--- config.mk ---
export PLATFORM = sky130hd
export DESIGN_NAME = uart_rx_cfg
export DESIGN_NICKNAME = d
export VERILOG_FILES = /design/src/rtl/uart_rx_cfg.sv
export SDC_FILE = /design/constraint.sdc
export NUM_CORES = 1
export LEC_CHECK = 0
export CORE_ASPECT_RATIO = 0.75
export CORE_MARGIN = 5
export CORE_UTILIZATION = 65
export DETAILED_ROUTE_END_ITERATION = 6
export GPL_TIMING_DRIVEN = 0
export PLACE_DENSITY = 0.86
export SLEW_MARGIN = 20
export SYNTH_ARGS = -nofsm -noshare
export SYNTH_HDL_FRONTEND = slang
export SYNTH_SLANG_ARGS = --single-unit
--- constraint.sdc ---
create_clock -name i_Clock -period 8.8 [get_ports i_Clock]
set_input_delay 1.76 -clock i_Clock [delete_from_list [all_inputs] [get_ports i_Clock]]
set_output_delay 1.76 -clock i_Clock [all_outputs]
set_load 0.1 [all_outputs]
--- src/rtl/uart_rx_cfg.sv ---
// Run-time configurable UART receiver: majority-voted sampling, per-character
// error flags, and a show-ahead RX FIFO drained with a valid/ready handshake.
module uart_rx_cfg #(
   parameter int UART_DATA_WIDTH   = 8,
   parameter int CONFIG_DATA_WIDTH = 32,
   parameter int FIFO_DEPTH        = 4,
   parameter int RESET_CPB         = 34
) (
   input  logic                         i_Clock,
   input  logic                         i_Rst_n,
   input  logic [CONFIG_DATA_WIDTH-1:0] uart_config_data,
   input  logic [3:0]                   i_Data_Bits,
   input  logic [1:0]                   i_Parity_Mode,
   input  logic                         i_Two_Stop,
   input  logic                         i_Rx_Serial,
   output logic                         o_Rx_Valid,
   input  logic                         i_Rx_Ready,
   output logic [UART_DATA_WIDTH-1:0]   o_Rx_Byte,
   output logic                         o_Frame_Err,
   output logic                         o_Parity_Err,
   output logic                         o_Break,
   output logic                         o_Overrun,
   output logic                         o_Busy
);

   localparam int UDW = UART_DATA_WIDTH;
   localparam int CDW = CONFIG_DATA_WIDTH;
   localparam int PW  = $clog2(FIFO_DEPTH);
   localparam int CW  = PW + 1;
   localparam int EW  = UDW + 3;

   typedef enum logic [2:0] {
      S_IDLE,
      S_START,
      S_DATA,
      S_PARITY,
      S_STOP,
      S_WAIT_HIGH
   } state_t;

   // Input synchroniser and sample history
   logic       sync_meta;
   logic       sync_q;
   logic [1:0] hist_q;
   logic       vote;

   always_ff @(posedge i_Clock or negedge i_Rst_n) begin
      if (!i_Rst_n) begin
         sync_meta <= 1'b1;
         sync_q    <= 1'b1;
         hist_q    <= 2'b11;
      end else begin
         sync_meta <= i_Rx_Serial;
         sync_q    <= sync_meta;
         hist_q    <= {hist_q[0], sync_q};
      end
   end

   assign vote = (sync_q & hist_q[0]) | (sync_q & hist_q[1]) | (hist_q[0] & hist_q[1]);

   // Configuration as seen at the next start edge, with clamping applied
   logic [CDW-1:0] cfg_cpb;
   logic [3:0]     cfg_bits;

   always_comb begin
      cfg_cpb = uart_config_data;
      if (uart_config_data < CDW'(4)) cfg_cpb = CDW'(4);
      cfg_bits = i_Data_Bits;
      if (i_Data_Bits < 4'd5)            cfg_bits = 4'd5;
      else if (i_Data_Bits > 4'(UDW))    cfg_bits = 4'(UDW);
   end

   // Receive FSM state and per-frame registers
   state_t         state_q;
   logic [CDW-1:0] cnt_q;
   logic [CDW-1:0] cpb_q;
   logic [3:0]     bits_q;
   logic [1:0]     par_mode_q;
   logic           two_stop_q;
   logic [3:0]     bit_idx_q;
   logic [UDW-1:0] data_q;
   logic           par_bit_q;
   logic           ferr_q;
   logic           seen_one_q;
   logic           stop_idx_q;

   logic           last_cnt;
   logic           mid_cnt;
   logic           par_en;
   logic           par_odd;
   logic           last_stop;
   logic           push;
   logic [EW-1:0]  push_word;

   always_comb begin
      last_cnt  = (cnt_q == cpb_q - 1'b1);
      mid_cnt   = (cnt_q == ((cpb_q - 1'b1) >> 1));
      par_en    = (par_mode_q == 2'b01) || (par_mode_q == 2'b10);
      par_odd   = (par_mode_q == 2'b01);
      last_stop = !two_stop_q || stop_idx_q;
      push      = (state_q == S_STOP) && mid_cnt && last_stop;
      // Break: no sample of the whole frame (after start) was high
      push_word = {~(seen_one_q | vote),
                   par_en && ((^data_q ^ par_bit_q) != par_odd),
                   ferr_q | ~vote,
                   data_q};
   end

   always_ff @(posedge i_Clock or negedge i_Rst_n) begin
      if (!i_Rst_n) begin
         state_q    <= S_IDLE;
         cnt_q      <= '0;
         cpb_q      <= CDW'(RESET_CPB);
         bits_q     <= 4'(UDW);
         par_mode_q <= 2'b00;
         two_stop_q <= 1'b0;
         bit_idx_q  <= '0;
         data_q     <= '0;
         par_bit_q  <= 1'b0;
         ferr_q     <= 1'b0;
         seen_one_q <= 1'b0;
         stop_idx_q <= 1'b0;
      end else begin
         if (state_q != S_IDLE && state_q != S_WAIT_HIGH)
            cnt_q <= last_cnt ? '0 : cnt_q + 1'b1;
         case (state_q)
            S_IDLE: begin
               if (!sync_q) begin
                  state_q    <= S_START;
                  cnt_q      <= '0;
                  cpb_q      <= cfg_cpb;
                  bits_q     <= cfg_bits;
                  par_mode_q <= i_Parity_Mode;
                  two_stop_q <= i_Two_Stop;
                  bit_idx_q  <= '0;
                  data_q     <= '0;
                  par_bit_q  <= 1'b0;
                  ferr_q     <= 1'b0;
                  seen_one_q <= 1'b0;
                  stop_idx_q <= 1'b0;
               end
            end
            S_START: begin
               if (mid_cnt && vote)
                  state_q <= S_IDLE;
               else if (last_cnt)
                  state_q <= S_DATA;
            end
            S_DATA: begin
               if (mid_cnt) begin
                  for (int i = 0; i < UDW; i++)
                     if (bit_idx_q == 4'(i)) data_q[i] <= vote;
                  seen_one_q <= seen_one_q | vote;
               end
               if (last_cnt) begin
                  if (bit_idx_q == bits_q - 1'b1) begin
                     bit_idx_q <= '0;
                     state_q   <= par_en ? S_PARITY : S_STOP;
                  end else begin
                     bit_idx_q <= bit_idx_q + 1'b1;
                  end
               end
            end
            S_PARITY: begin
               if (mid_cnt) begin
                  par_bit_q  <= vote;
                  seen_one_q <= seen_one_q | vote;
               end
               if (last_cnt) state_q <= S_STOP;
            end
            S_STOP: begin
               if (mid_cnt) begin
                  if (last_stop) begin
                     state_q <= vote ? S_IDLE : S_WAIT_HIGH;
                  end else begin
                     ferr_q     <= ferr_q | ~vote;
                     seen_one_q <= seen_one_q | vote;
                  end
               end else if (last_cnt) begin
                  stop_idx_q <= 1'b1;
               end
            end
            S_WAIT_HIGH: begin
               // Hold off until the line is released so a break cannot retrigger
               if (sync_q) state_q <= S_IDLE;
            end
            default: state_q <= S_IDLE;
         endcase
      end
   end

   assign o_Busy = (state_q != S_IDLE);

   // Show-ahead RX FIFO
   logic [EW-1:0] mem [FIFO_DEPTH];
   logic [PW-1:0] rd_ptr_q;
   logic [PW-1:0] wr_ptr_q;
   logic [CW-1:0] count_q;
   logic          fifo_full;
   logic          pop;
   logic          do_push;
   logic [EW-1:0] head;

   always_comb begin
      fifo_full = (count_q == CW'(FIFO_DEPTH));
      pop       = (count_q != '0) && i_Rx_Ready;
      do_push   = push && (!fifo_full || pop);
   end

   always_ff @(posedge i_Clock or negedge i_Rst_n) begin
      if (!i_Rst_n) begin
         rd_ptr_q  <= '0;
         wr_ptr_q  <= '0;
         count_q   <= '0;
         o_Overrun <= 1'b0;
      end else begin
         if (do_push) wr_ptr_q <= wr_ptr_q + 1'b1;
         if (pop)     rd_ptr_q <= rd_ptr_q + 1'b1;
         case ({do_push, pop})
            2'b10:   count_q <= count_q + 1'b1;
            2'b01:   count_q <= count_q - 1'b1;
            default: count_q <= count_q;
         endcase
         o_Overrun <= push && fifo_full && !pop;
      end
   end

   always_ff @(posedge i_Clock) begin
      if (do_push) mem[wr_ptr_q] <= push_word;
   end

   // Head fields are forced to 0 while empty so stale entries never leak out
   always_comb begin
      o_Rx_Valid   = (count_q != '0);
      head         = mem[rd_ptr_q];
      o_Rx_Byte    = o_Rx_Valid ? head[UDW-1:0] : '0;
      o_Frame_Err  = o_Rx_Valid & head[UDW];
      o_Parity_Err = o_Rx_Valid & head[UDW+1];
      o_Break      = o_Rx_Valid & head[UDW+2];
   end

endmodule

==> results by group <==
STA
  – Final Cycle Share: between 60% and 70%
  – Period minus WS final: 5.935 ns
  – Setup violations, final: 0
  – Hold Vio Cnt, Final: 0
  – Final slew viol count: 0
  – Max_slew headroom: 28.98%
  – Clock Skew: 0.01544 ns
  – Worst-margin pin slew: around 1.1 ns
  – Max Clk Rate: 168.5 MHz
  – Setup Total Neg Slack: 0 ns
  – RSZ-0062 raised after global routing: no

GRT
  – GR Overflow Total: 0
  – Via count of the first global-routing pass: 8795
  – Initial antenna violation count: 1
  – Total GRT Usage: 36.99%
  – Pin count of the biggest net entering global routing: between 70 and 80
  – First-pass GRT wire length: around 50000 µm

Logic synthesis
  – Warnings from Yosys: 0
  – Avg Cell Area, Syn: roughly 9.0 µm²
  – EDFF count, synth: 44
  – Post-synthesis sequential area ratio: approximately two fifths
  – #FFs+latches synth: ~150
  – Most frequent cell after synthesis: nand2_1
  – Post-Syn Instances: between 1000 and 1500
  – Post-synth top area cell: dfrtp_1
  – Ys async rst share: between 60% and 70%
  – Syn nets: around 1100
  – Synth cell types: just under 80
  – Ys flop type: dfrtp_1
  – Post-synth top area share: about a quarter
  – Post-synth top cells: 146 x nand2_1, 95 x dfrtp_1, 93 x nor2_1
  – Ranking of synthesized cells by area: dfrtp_1 24%, edfxtp_1 13%, xnor2_1 6.4%
  – Post-Syn Area: about 10000 µm²

Floorplan
  – Die height: approximately 120 µm
  – Row cnt: 39
  – DIE AREA: between 15000 and 20000 µm²
  – I/O pin count: 57
  – Initial Util: about two thirds
  – Die Wd: around 150 µm
  – Core Area: between 15000 and 20000 µm²

Detailed routing
  – DRC: slightly below 80
  – Drt total wl: 33010 µm
  – Vias: 9414
  – Wirelength per Cell: 23.80 µm
  – Vias per inst: between 6 and 7
  – Post-route ant nets: 0
  – DRT Pass-1 Iters: 7
  – Initial DRC count: 1540

CTS
  – CTS hold repair buffers: 0
  – CTS tree: built
  – CTS Buf Count: 17
  – Clk slew on worst S/H paths: ~0.07 ns
  – Max Buffers Root-to-Sink: 2
  – Clock latency on the worst-skew pair: 0.43 ns
  – Post-CTS resize count: 0
  – Clk sinks: 146
  – Post-CTS setup buffer count: 0
  – Root buffer cell: clkbuf_16
  – H-tree depth: 4

Final layout
  – Core Util, Final: around three quarters
  – Ratio of cells with drive above 1 in the final layout: ~7.9%
  – Nets: 1225
  – Area Overhead vs Synth: 14.90%
  – Finished Layout Cells: between 1000 and 1500

Power and ir drop
  – Peak supply drop: about 0.12 mV
  – Leak: between 4 and 5 nW
  – Pwr per Cell Area: about 160 nW/µm²

Placement
  – GPL Wtd Cong: 1.072
  – Port buffer count: 56
  – Dpl hpwl: 24650 µm
  – Placed Cells: roughly 1400

Worst hold path
  – Hold Crit Class: reg2reg
  – HP Start: sync_meta

Setup path
  – Critical path fanouts, max: 10
  – Buf/Inv on CP: 2
  – Critical path type: reg2reg
  – Critical path's slowest cell: o21ai_0
  – Setup crit start: cpb_q[12]
  – Req. time, crit path: 9.09 ns
  – Crit-path max cell delay: a little under 1 ns
  – Crit-path cells: clkbuf_1 > or4_1 > nor3_1 > nand2_1 > nor2_1 > o21ai_0 > a2111oi_0 > nand4_1 > o21ai_0 > clkbuf_1 > nor2_1
  – Reg2reg start: cpb_q[12]
  – CP endpoint kind: flip-flop
  – Crit path arrival time: between 6 and 7 ns
  – Startpoint Class: flip-flop
  – Crit-path leading delay family: simple AND/OR/NAND/NOR gates

Outcome
  – Failing checks: design-rule violations
  – Status: finished, violations left

Flow run
  – Max_cap viols: 0
## flip-flops by register name (all words and copies together) (netlist names), 2 cells and up
register,cells
mem,44
cnt_q,32
cpb_q,32
data_q,8
bit_idx_q,4
bits_q,4
count_q,3
state_q,3
hist_q,2
par_mode_q,2
rd_ptr_q,2
wr_ptr_q,2
## worst reg2reg max path: stages (launching register included)
cell       delay [ns]
dfrtp_1          0.36
clkbuf_1         0.22
or4_1            0.71
nor3_1           0.74
nand2_1          0.43
nor2_1           0.18
o21ai_0          0.13
a2111oi_0        0.74
nand4_1          0.55
o21ai_0          0.99
clkbuf_1         0.61
nor2_1           0.14
## where the power goes
part	switching, mW	internal (mW)	total (mW)
Combinational	0.234	0.127	0.361
Clock	0.292	0.444	0.736
Sequential	0.0249	0.721	0.746
## per-stage QoR
step                      hold slack [ns]  setup slack, ns  area, µm²  power (mW)
after floorplan                    0.3452            4.681       9867      0.9979
after global placement             0.3461            2.143      10680       1.095
after detailed placement           0.3488            3.544      10720       1.113
after CTS                          0.3582            3.529      11320       1.842
after global routing               0.3645            3.001      11330       1.897
final                              0.3576            2.865      11340       1.843
## cells by family after synthesis
family	Yosys count	synth area share (%)
AOI/OAI and AO/OA	182	12.99
buffers and inverters	112	4.464
adders and majority gates	15	1.953
muxes	24	3.931
DFF	146	39.35
and+or+nand+nor	490	25.27
xor gates and xnor gates	123	12.05
## final cells by class
cell class	count	area, µm²
Clock buffer	24	515.5
Tap cell	205	256.5
Clock inverter	8	87.58
Multi-Input combinational cell	834	5563
Sequential cell	146	3882
Buffer	75	301.5
Timing Repair Buffer	57	589.3
Inverter	37	138.9
Fill cell	1076	3741
Antenna cell	1	2.502
## cell usage in the layout, fill, tap and decap left out, types with 36 or more instances in the layout
cell | synthesis | layout
a21oi_1 | 36 | 36
clkbuf_1 | 58 | 62
clkdlybuf4s50_1 | 0 | 55
dfrtp_1 | 95 | 95
edfxtp_1 | 44 | 44
inv_1 | 37 | 37
nand2_1 | 146 | 146
nand3_1 | 42 | 42
nor2_1 | 93 | 93
xnor2_1 | 72 | 72
xor2_1 | 43 | 43
## final timing paths
check / end / slack (ns) / cells past startpoint
hold / removal: sync_q / 0.36 / 0
setup / recovery: cnt_q[5] / 2.87 / 11
min in group asynchronous: cnt_q[5] / 1.20 / 1
hold reg to reg: sync_q / 0.36 / 0
setup reg to reg: cnt_q[5] / 2.87 / 11
max in group asynchronous: hist_q[1] / 6.89 / 2
## per-layer routing
layer / global-route usage, % / wire (µm) / up-vias
met5: 0 / 0 / -
met4: 12.93 / 1249 / 0
met3: 13.11 / 5055 / 134
met2: 53.37 / 13680 / 714
met1: 52.19 / 13030 / 4477
li1: - / - / 4089
Note: power is estimated with default switching activity, not from simulation.
